## src/rtl/dm12_32_bit_buf.sv

```systemverilog
// dm12_32_bit_buf -- buffered 1-to-2 demultiplexer for datapath words.
//
// Each accepted input word is steered by in_sel into one of two independent
// output FIFOs (DEPTH entries each).
//
// Ports
//   clock, reset          : rising-edge clock, synchronous active-high reset
//   in_data/in_sel        : word and destination channel (0 or 1)
//   in_valid/in_ready     : producer handshake; in_ready reflects only the
//                           selected channel's fullness
//   outK_data/outK_valid  : channel K head word and non-empty flag
//   outK_ready            : channel K consumer takes the head this cycle
//   in_bcast              : only when DM12_BROADCAST_EN is defined; pushes the
//                           word into both channels
//
// Optional feature macro: DM12_BROADCAST_EN (broadcast push to both channels).
module dm12_32_bit_buf #(
  parameter int WIDTH = 32,
  parameter int DEPTH = 2,
  parameter int PTR_W = $clog2(DEPTH)
) (
  input  logic             clock,
  input  logic             reset,
  input  logic [WIDTH-1:0] in_data,
  input  logic             in_sel,
  input  logic             in_valid,
`ifdef DM12_BROADCAST_EN
  input  logic             in_bcast,
`endif
  output logic             in_ready,
  output logic [WIDTH-1:0] out0_data,
  output logic             out0_valid,
  input  logic             out0_ready,
  output logic [WIDTH-1:0] out1_data,
  output logic             out1_valid,
  input  logic             out1_ready
);

  localparam logic [PTR_W:0] CNT_FULL = (PTR_W+1)'(DEPTH);

  logic [WIDTH-1:0] mem_q    [2][DEPTH];
  logic [PTR_W-1:0] wr_ptr_q [2];
  logic [PTR_W-1:0] wr_ptr_d [2];
  logic [PTR_W-1:0] rd_ptr_q [2];
  logic [PTR_W-1:0] rd_ptr_d [2];
  logic [PTR_W:0]   count_q  [2];
  logic [PTR_W:0]   count_d  [2];

  logic [1:0] full;
  logic [1:0] empty;
  logic [1:0] push;
  logic [1:0] pop;
  logic [1:0] out_ready;

  assign out_ready = {out1_ready, out0_ready};

  always_comb begin
    for (int k = 0; k < 2; k++) begin
      full[k]  = (count_q[k] == CNT_FULL);
      empty[k] = (count_q[k] == '0);
    end
  end

  // in_ready depends only on in_sel (and in_bcast) and registered counts, so
  // consumer ready never ripples combinationally back to the producer.
  always_comb begin
    in_ready = 1'b0;
    push     = 2'b00;
`ifdef DM12_BROADCAST_EN
    if (in_bcast) begin
      in_ready = ~full[0] & ~full[1];
      push     = {2{in_valid & in_ready}};
    end else begin
      in_ready = in_sel ? ~full[1] : ~full[0];
      push[0]  = in_valid & in_ready & ~in_sel;
      push[1]  = in_valid & in_ready &  in_sel;
    end
`else
    in_ready = in_sel ? ~full[1] : ~full[0];
    push[0]  = in_valid & in_ready & ~in_sel;
    push[1]  = in_valid & in_ready &  in_sel;
`endif
  end

  always_comb begin
    for (int k = 0; k < 2; k++) begin
      pop[k]      = ~empty[k] & out_ready[k];
      wr_ptr_d[k] = wr_ptr_q[k];
      rd_ptr_d[k] = rd_ptr_q[k];
      count_d[k]  = count_q[k];
      // DEPTH is a power of two, so the pointer wraps naturally.
      if (push[k]) wr_ptr_d[k] = wr_ptr_q[k] + PTR_W'(1);
      if (pop[k])  rd_ptr_d[k] = rd_ptr_q[k] + PTR_W'(1);
      if (push[k] && !pop[k])      count_d[k] = count_q[k] + (PTR_W+1)'(1);
      else if (pop[k] && !push[k]) count_d[k] = count_q[k] - (PTR_W+1)'(1);
    end
  end

  always_ff @(posedge clock) begin
    if (reset) begin
      for (int k = 0; k < 2; k++) begin
        wr_ptr_q[k] <= '0;
        rd_ptr_q[k] <= '0;
        count_q[k]  <= '0;
        for (int i = 0; i < DEPTH; i++) mem_q[k][i] <= '0;
      end
    end else begin
      for (int k = 0; k < 2; k++) begin
        if (push[k]) mem_q[k][wr_ptr_q[k]] <= in_data;
        wr_ptr_q[k] <= wr_ptr_d[k];
        rd_ptr_q[k] <= rd_ptr_d[k];
        count_q[k]  <= count_d[k];
      end
    end
  end

  assign out0_valid = ~empty[0];
  assign out1_valid = ~empty[1];
  assign out0_data  = mem_q[0][rd_ptr_q[0]];
  assign out1_data  = mem_q[1][rd_ptr_q[1]];

endmodule

```

## config.mk

```make
export PLATFORM = sky130hd
export DESIGN_NAME = dm12_32_bit_buf
export DESIGN_NICKNAME = d
export VERILOG_FILES = /design/src/rtl/dm12_32_bit_buf.sv
export SDC_FILE = /design/constraint.sdc
export NUM_CORES = 1
export LEC_CHECK = 0
export CAP_MARGIN = 20
export CORE_ASPECT_RATIO = 0.8
export CORE_MARGIN = 2
export CORE_UTILIZATION = 53
export CTS_CLUSTER_SIZE = 16
export DETAILED_ROUTE_END_ITERATION = 10
export HOLD_SLACK_MARGIN = 0.03
export PLACE_DENSITY = 0.89
export SYNTH_ARGS = -nofsm -noshare
export SYNTH_HDL_FRONTEND = slang
export SYNTH_SLANG_ARGS = --single-unit
```

## constraint.sdc

```tcl
create_clock -name clock -period 3.19 [get_ports clock]
set_clock_uncertainty 0.1 [all_clocks]
set_input_delay 0.638 -clock clock [delete_from_list [all_inputs] [get_ports clock]]
set_output_delay 0.638 -clock clock [all_outputs]
set_load 0.1 [all_outputs]
```

==> impl_results.md <==
- Initial antenna violation count: 0
- Max-slew violations: 0
- GR Util met2: 35.4%
- Setup crit end kind: output port
- Setup WS post-layout: 0.436 ns
- Synthesized netlist cell count: 429
- Worst slew pin tran: 0.866 ns
- CTS Sinks: 136
- DR WL/cell: 19.1 um
- Slew HR: 42.3%
- Final-report setup violation count: 0
- Final Hold Viols: 0
- Setup WS pre-CTS: 0.543 ns
- Routability Congestion: 0.772
- Die Wd: 122 um
- Sw frac: 43.8%
- Setup bufs post-CTS: 0
- Number of global-route vias before repair: 3831
- TritonRoute pass-1 iters: 5
- Setup slack, reg-to-reg: 1.27 ns
- Setup CP Type: reg -> out
- Grt peak-use layer: met2
- Internal: 4.24 mW
- Post-synth net total: 469
- Via density: 5.43
- Outcome: finished, final reports clean
- Avg Cell Area, Syn: 13.8 sq um
- M1 GR Usage: 31.8%
- Routing usage on met3: 5.38%
- WL final: 13300 um
- Post-CTS Hold Fix Bufs: 0
- Global-route wire length before repair: 20300 um
- Lkg Pwr: 2.89 nW
- Clk root buf: clkbuf_16
- Power Density: 999 mW/mm^2
- Most common cell after layout, fill and taps aside: edfxtp_1
- RSZ-0062 raised after global routing: no
- Area growth from synthesis to layout: 27.3%
- I/O Pins: 105
- Largest net degree at the start of global routing: 34
- Final min period: 2.75 ns
- Sequential share of power: 30.9%
- Overall Power: 7.54 mW
- Die Y: 98.6 um
- Port bufs: 104
- HP Class: reg -> reg
- Total Routing Usage GR: 23.0%
- FMAX: 0.363 GHz
- Post-CTS resize count: 0
- MaxCap Viol Count: 0
- Starting Density: 54.4%
- Most frequent cells in the layout: 128 x edfxtp_1, 117 x nor2_1, 80 x buf_4
- Synth warn: 0
- Drt drc: 0
- CTS max path bufs: 2
- Synth Register Bits: 136
- Critical Path Fanout Max: 33
- Die ar.: 0.0121 sq mm
- Tcrit/Tclk final: 86.3%
- Required @ worst endpoint: 2.45 ns
- Total number of vias: 3781
- Drt initial violations: 334
- Filler cells: 718
- Worst skew pair latency: 0.41 ns
- Worst-case vdd ir drop: 0.577 mV
- Number of antenna cells inserted: 0
- Synth cell types: 19
- GRT overflow: 0
- DRT antenna net count: 0
- Share of layout cells above drive strength 1: 37.1%
- Mapped cell area: 0.00593 sq mm
- Number of CTS-inserted buffers: 17
- Critical Path Source Type: register
- CTS tree: built
- Seq/Total Area, Yosys: 67.5%
- Clk slew on worst S/H paths: 0.06 ns
- H-Tree Depth: 4
- Setup TNS: 0 ns
- Psw: 3.30 mW
- Logic gate share of total power: 41.6%
- Hpwl dp: 8460 um
- Final #Nets: 579
- CORE AREA: 0.0109 sq mm
- Num rows: 34
- Crit path DAT: 2.02 ns
- Clock power frac: 27.5%
-- power groups by stage --
| stage | Clock, mW | Sequential (mW) | Combinational [mW] |
|---|---|---|---|
| global placement | 0 | 2.36 | 3.10 |
| finish | 2.07 | 2.33 | 3.14 |
| floorplan | 0 | 2.25 | 2.62 |
| global route | 2.15 | 2.36 | 3.23 |
| detailed placement | 0 | 2.37 | 3.13 |
| CTS | 2.08 | 2.33 | 3.15 |
-- final timing paths --
kind                                startpoint              to  depth (start not counted)
worst max-delay path            rd_ptr_q[0][0]    out0_data[9]                          2
worst min-delay path            wr_ptr_q[0][1]  wr_ptr_q[0][1]                          2
worst max register to register   count_q[0][2]    mem_q[1][14]                          4
worst min register to register  wr_ptr_q[0][1]  wr_ptr_q[0][1]                          2
-- synthesized netlist by cell type --
cell type | n | share of area [%]
dfxtp_1 | 8 | 2.7
ha_1 | 2 | 0.42
o21ai_0 | 6 | 0.51
nor2_2 | 17 | 1.8
or3b_1 | 2 | 0.30
xor2_1 | 6 | 0.89
nand2_1 | 1 | 0.063
a21oi_1 | 4 | 0.34
buf_2 | 9 | 0.76
clkbuf_1 | 6 | 0.38
nand2b_1 | 37 | 3.9
mux2i_1 | 1 | 0.17
or3_1 | 4 | 0.42
nor2b_2 | 2 | 0.30
or2_2 | 2 | 0.21
mux2_2 | 64 | 12
nor2_1 | 117 | 7.4
edfxtp_1 | 128 | 65
buf_6 | 13 | 2.5
-- cells by family after synthesis --
family | Yosys count | share of synthesized area, %
AOI/OAI and AO/OA | 10 | 0.844
and+or+nand+nor | 182 | 14.4
xor gates and xnor gates | 6 | 0.886
muxes | 65 | 12.3
DFF | 136 | 67.5
buffers and inverters | 28 | 3.61
adders and majority gates | 2 | 0.422
-- registers in the layout, summed over array words and instances, names as in the netlist --
| name | flops |
|---|---|
| count_q | 4 |
| rd_ptr_q | 2 |
| mem_q | 128 |
| wr_ptr_q | 2 |
-- area by class of cell --
type                       instances  area [sq um]  area share (%)
clock inverter                    14           198            2.62
clock buffer                      18           429            5.69
timing repair buffer             119          1010            13.4
tap                              144           180            2.39
multi-input combinational        265          1720            22.8
sequential                       136          4010            53.1
-- per-layer routing --
| layer | vias up | wire length (um) |
|---|---|---|
| met4 | 0 | 304 |
| met5 | - | 0 |
| met1 | 1842 | 5500 |
| li1 | 1714 | - |
| met3 | 25 | 1240 |
| met2 | 200 | 6230 |
-- worst max-delay path: stages (launching register included) --
cell,delay [ns]
dfxtp_2,0.88
mux2_2,0.45
buf_4,0.24
-- stage by stage --
| step | util (%) | cells | hold WS (ns) | cell area, sq um |
|---|---|---|---|---|
| floorplan | - | 429 | 0.357 | 5930 |
| global placement | 63.5 | 664 | 0.370 | 6920 |
| detailed placement | 63.5 | 664 | 0.385 | 6920 |
| CTS | 69.3 | 696 | 0.400 | 7550 |
| global route | 69.3 | 696 | 0.434 | 7550 |
| finish | 69.3 | 696 | 0.398 | 7550 |
No activity file was read; power rests on OpenSTA's default activity.
==> variant 1, RTL diff (same flow settings) <==
Add a define of `DM12_BROADCAST_EN`.
--- a/src/rtl/dm12_32_bit_buf.sv
+++ b/src/rtl/dm12_32_bit_buf.sv
@@ -14,6 +14,8 @@
 //                           word into both channels
 //
 // Optional feature macro: DM12_BROADCAST_EN (broadcast push to both channels).
+`define DM12_BROADCAST_EN
+
 module dm12_32_bit_buf #(
   parameter int WIDTH = 32,
   parameter int DEPTH = 2,
Interface: changed (added in_bcast); port bits go from 105 to 106. The function was not compared with the original's and may differ.
==> variant 1 against the original RTL <==
- sequential cell count did not move
- synthesized area rose by 4.4%
- setup slack got worse by 37 ps
- routed wire length barely moved
- design area rose by 3.7%
- power rose by 2.0%
- largest power group unchanged
==> variant 1: results (changes against the original RTL) <==
Logic synthesis:
- The average cell area after synthesis is 13.88 sq um (+0.41%).
- Counting instances in the post-synthesis netlist gives the leading cell types as edfxtp_1, nor3_1, mux2_2.
- The proportion of register bits with asynchronous set or reset after synthesis came to 0 (unchanged).
- The sequential area share after synthesis was 0.6469 (-0.02839).
- In the post-synthesis netlist, the biggest area contributors are edfxtp_1, mux2_2, nor3_1.
- The synthesized net count is 487 (+3.8%).
- The number of enable flip-flop cells after synthesis was 128 (unchanged).
- The number of distinct library cell variants in the gate-level netlist after synthesis is 25 (+6).

Drt:
- The via density per instance was 5.590 (+2.9%).
- The total number of vias is 3941 (+4.2%).
- The wire length per cell is 18.82 um (-1.3%).
- The met3 wire length was 901 um (-27%).
- The met1 wire length is 5419 um (-1.5%).
- The number of iterations in the first detailed-routing pass is 4 (-1).
- The DRC marker count from the first detailed-route iteration was 271 (-19%).
- The routed length on met2 was 6679 um (+7.3%).

GRT:
- The pin count of the biggest net entering global routing is 66 (+94%).
- The number of global-route vias before repair is 4068 (+6.2%).
- The total track usage came to 0.2238 (-0.006274).
- The wire length of the first global-routing pass is 21090 um (+4.0%).

Critical path:
- The arrival time at the worst endpoint is 2050 ps (+30 ps).
- The highest net fanout along the worst path came to 33 (unchanged).

STA:
- The worst max-slew margin expressed relative to the limit was 0.3867 (-0.03588).

Place:
- The count of buffers from port buffering came to 105 (+0.96%).
- The placed instance count is 674 (+1.5%).
- The worst setup timing slack at the placement stage is 379.9 ps (-163.5 ps).
- The routability-driven placement congestion ratio was 0.7578 (-1.8%).
- The area after detailed placement came to 0.007278 sq mm (+5.2%).
- The placed wire-length estimate was 8337 um (-1.4%).

Power:
- The worst-case vdd ir drop came to 770.2 uV (+33%).
- The design internal power is 4197 uW (-0.99%).
- The leakage power total came to 0.002983 uW (+3.3%).

Finish:
- The share of post-route cells with drive strength above 1 is 0.3968 (+0.02539).
- The post-layout net count is 586 (+1.2%).

Clock network:
- The maximum buffer depth of the clock tree is 2 (unchanged).
- The post-CTS setup-driven buffer insertion count was 0 (unchanged).

Outcome:
- The flow ran to the end, and the final reports show no timing, DRC or antenna violations.

Worst hold path:
- The type of the tightest min-delay check is reg2reg.
-- variant 1: cell count changes in the layout (fill, tap and decap cells not counted), moves of 4 or more --
cell	change
inv_1	+37
o21bai_4	+4
nand2b_1	-32
nor3_1	+94
nor2_2	-17
nor3_2	+34
nor2_1	-112
-- variant 1: per-layer routing --
layer | global-route usage | up-vias
met5 | 0 | -
met4 | 0.09744 | 0
met3 | 0.05892 | 19
met2 | 0.3804 | 156
met1 | 0.2747 | 1931
li1 | - | 1835
-- variant 1: worst max-delay path, cell delays in order, from the launching register on --
cell     delay (ps)
dfxtp_2         920
mux2_2          460
buf_4           240
-- variant 1: cell families (layout without fill, tap and decap cells) --
kind of cell               Yosys count  in the layout  synth area share
and+or+nand+nor                    147            147            0.1492
DFF                                136            136            0.6469
buffers and inverters               76            187           0.05640
muxes                               66             66            0.1197
AOI/OAI and AO/OA                   13             13           0.01536
xor gates and xnor gates             6              6          0.008490
adders and majority gates            2              2          0.004042
-- variant 1: area by class of cell --
| type | instances | area (sq um) |
|---|---|---|
| multi-input cells | 234 | 1909 |
| flip-flops and latches | 136 | 4006 |
| fillers | 801 | 3651 |
| well taps | 148 | 185.2 |
| clock inverters | 11 | 107.6 |
| clock buffers | 20 | 436.7 |
| inverters | 37 | 138.9 |
| repair buffers | 119 | 1039 |
-- variant 1: power groups by stage --
stage / sequential (uW) / combinational (uW) / clock [uW]
floorplan: 2340 / 2850 / 0
global placement: 2410 / 3460 / 0
detailed placement: 2430 / 3490 / 0
CTS: 2390 / 3500 / 1840
global route: 2420 / 3610 / 1930
finish: 2390 / 3490 / 1820
-- variant 1: final timing paths --
path	depth (start not counted)	to	slack [ps]	from
setup / recovery	2	out1_data[14]	400	rd_ptr_q[0][1]
hold / removal	2	count_q[0][1]	440	count_q[0][1]
setup reg to reg	4	mem_q[0][45]	1120	count_q[0][2]
hold reg to reg	2	count_q[0][1]	440	count_q[0][1]
-- variant 1: per-stage QoR --
stage / util / hold WS (ps)
2_1_floorplan: - / 388.1
3_3_place_gp: 0.6344 / 403.0
3_5_place_dp: 0.6344 / 437.7
4_1_cts: 0.6818 / 445.8
5_1_grt: 0.6818 / 476.0
6_report: 0.6818 / 440.7
==> variant 2, RTL diff (config.mk and constraints unchanged) <==
Made on the original files. The parameter `DEPTH` goes from 2 to 4.
--- a/src/rtl/dm12_32_bit_buf.sv
+++ b/src/rtl/dm12_32_bit_buf.sv
@@ -16,7 +16,7 @@
 // Optional feature macro: DM12_BROADCAST_EN (broadcast push to both channels).
 module dm12_32_bit_buf #(
   parameter int WIDTH = 32,
-  parameter int DEPTH = 2,
+  parameter int DEPTH = 4,
   parameter int PTR_W = $clog2(DEPTH)
 ) (
   input  logic             clock,
Check against the original RTL: not equivalent (a bounded check fails within 4 cycles, from zero or initial values).
==> variant 2 against the original RTL <==
- synthesized cell count grew 68%
- sequential power rose by 85%
- setup slack got worse by 200 ps
- routed wire length up 100%
- critical path depth is 1 higher
- design area grew 100%
- register-to-register slack lost 510 ps
- synthesized area is 110% higher
- non-clock buffer count up 22
- sequential cell count is 134 higher
- die area increased by 100%
- via count rose by 77%
- power is 80% higher
==> variant 2: results (changes against the original RTL) <==
Drt:
- The number of iterations in the first detailed-routing pass is 5 (unchanged).
- The overall routed net length is 26850 um (+100%).
- The total number of vias is 6694 (+77%).
- The DRC marker count from the first detailed-route iteration is 657 (+97%).

Power:
- The leakage power total came to 0.005702 uW (+97%).
- The worst-case vdd ir drop is 772.4 uV (+34%).

STA:
- The worst max-slew margin expressed relative to the limit came to 0.5625 (+0.1399).

Finish:
- The number of filler instances in the final layout is 1439 (+100%).
- The antenna diode count is 0 (unchanged).
- The largest registers in the layout are mem_q (256), count_q (6).
- The share of post-route cells with drive strength above 1 came to 0.3040 (-0.06733).
- The post-layout net count is 895 (+55%).

Clock network:
- The clock-pin slew of the registers on the worst-case setup and hold paths is 60 ps (about the same).
- The number of cells upsized or downsized after cts is 0 (unchanged).
- The source-to-sink clock delay at the later pin of the worst-skew pair is 530 ps (+120 ps).
- The number of buffers created by CTS was 26 (+9).
- Clock tree synthesis selected as its root buffer the cell clkbuf_16.
- The post-CTS setup-driven buffer insertion count is 0 (unchanged).
- The level count of the clock H-tree is 1 (-3).
- The maximum buffer depth of the clock tree is 3 (+1).

GRT:
- The number of antenna violations at the first check in global routing is 0 (unchanged).
- The total track usage was 0.2259 (-0.004141).
- The wire length of the first global-routing pass is 41590 um (+100%).
- The pin count of the biggest net entering global routing was 35 (+2.9%).
- The number of global-route vias before repair is 7197 (+88%).

Logic synthesis:
- The sequential area share after synthesis was 0.6501 (-0.02512).
- The proportion of register bits with asynchronous set or reset after synthesis is 0 (unchanged).
- The synthesis warning total is 0 (unchanged).
- The number of enable flip-flop cells after synthesis is 256 (+100%).
- Counting instances in the post-synthesis netlist gives the leading cell types as edfxtp_1, and2_1, mux4_2.
- The synthesized net count was 771 (+64%).
- The number of distinct library cell variants in the gate-level netlist after synthesis came to 32 (+13).
- In the synthesized netlist the dominant register cell turns out to be edfxtp_1.
- In the post-synthesis netlist, the biggest area contributors are edfxtp_1, mux4_2, and2_1.

Critical path:
- The highest net fanout along the worst path is 26 (-21%).
- The peak per-stage delay on the critical path came to 630 ps (-250 ps).
- The arrival time at the worst endpoint is 2220 ps (+200 ps).
- The worst-case reg-to-reg path depth is 7 (+3).
- Counting stages on the worst path, the most repeated cell is buf_12.
- Among all stages on the critical path, the largest delay is contributed by mux4_2.
- In this design, the largest share of critical-path delay is due to multiplexers.

Worst hold path:
- The number of cells on the worst hold path is 2 (unchanged).
- The tightest min-delay check is of the reg2reg type.

Place:
- The routability-driven placement congestion ratio is 0.7736 (+0.21%).
- The placed wire-length estimate is 16770 um (+98%).
- The count of buffers from port buffering is 104 (unchanged).

Outcome:
- The run finished with clean final reports.
-- variant 2: kinds of logic (layout without fill, tap and decap cells) --
kind of cell             after synthesis  in the layout  share of synthesized area
AND/OR/NAND/NOR                      292            292                     0.1647
flip-flops                           270            270                     0.6501
multiplexers                          69             69                     0.1221
buffers and inverters                 51            195                    0.03287
AO/OA/AOI/OAI                         19             19                    0.01103
adder cells (fa/ha/maj)               12             12                    0.01348
XOR/XNOR                               8              8                   0.005717
-- variant 2: tightest hold or removal path, stage by stage (launching register included) --
cell      delay [ps]
dfxtp_1          340
nand2b_1          70
mux2i_1           50
-- variant 2: layout make-up --
type	instances	area share
Clock buffer	29	0.04453
Clock inverter	19	0.01912
Inverter	6	0.001471
Multi-Input combinational cell	400	0.2537
Sequential cell	270	0.5205
Tap cell	306	0.02500
Timing Repair Buffer	141	0.1356
-- variant 2: power by group --
| group | total, uW | internal (uW) | leakage (uW) | switching, uW |
|---|---|---|---|---|
| clock network | 3430 | 2120 | 0.000475 | 1310 |
| logic | 5820 | 2120 | 0.00245 | 3700 |
| registers | 4320 | 4160 | 0.00278 | 165 |
| total | 13600 | 8390 | 0.00570 | 5180 |
-- variant 2: worst paths after layout --
kind / start / to / slack [ps]
min: wr_ptr_q[0][1] / wr_ptr_q[0][1] / 410
max reg2reg: count_q[0][0] / count_q[0][2] / 760
min reg2reg: wr_ptr_q[0][1] / wr_ptr_q[0][1] / 410
max: rd_ptr_q[0][2] / out1_data[14] / 230
-- variant 2: per-stage QoR --
stage          worst slack (ps)  hold WS [ps]  total power [uW]  cells  instance area [sq um]
2_1_floorplan             11.35         380.7              8170    721                  12260
5_1_grt                   149.1         432.2             13940   1171                  15310
4_1_cts                   203.4         412.7             13660   1171                  15310
3_5_place_dp              227.0         404.1             10250   1123                  14340
3_3_place_gp              286.1         403.0             10190   1123                  14340
6_report                  231.9         412.2             13570   1171                  15310
-- variant 2: routing by layer --
| layer | vias to the layer above | wire, um | GRT usage |
|---|---|---|---|
| met3 | 60 | 2241 | 0.05320 |
| met4 | 0 | 819 | 0.07740 |
| li1 | 2909 | - | - |
| met5 | - | 0 | 0 |
| met1 | 3415 | 10610 | 0.2958 |
| met2 | 310 | 13180 | 0.3758 |
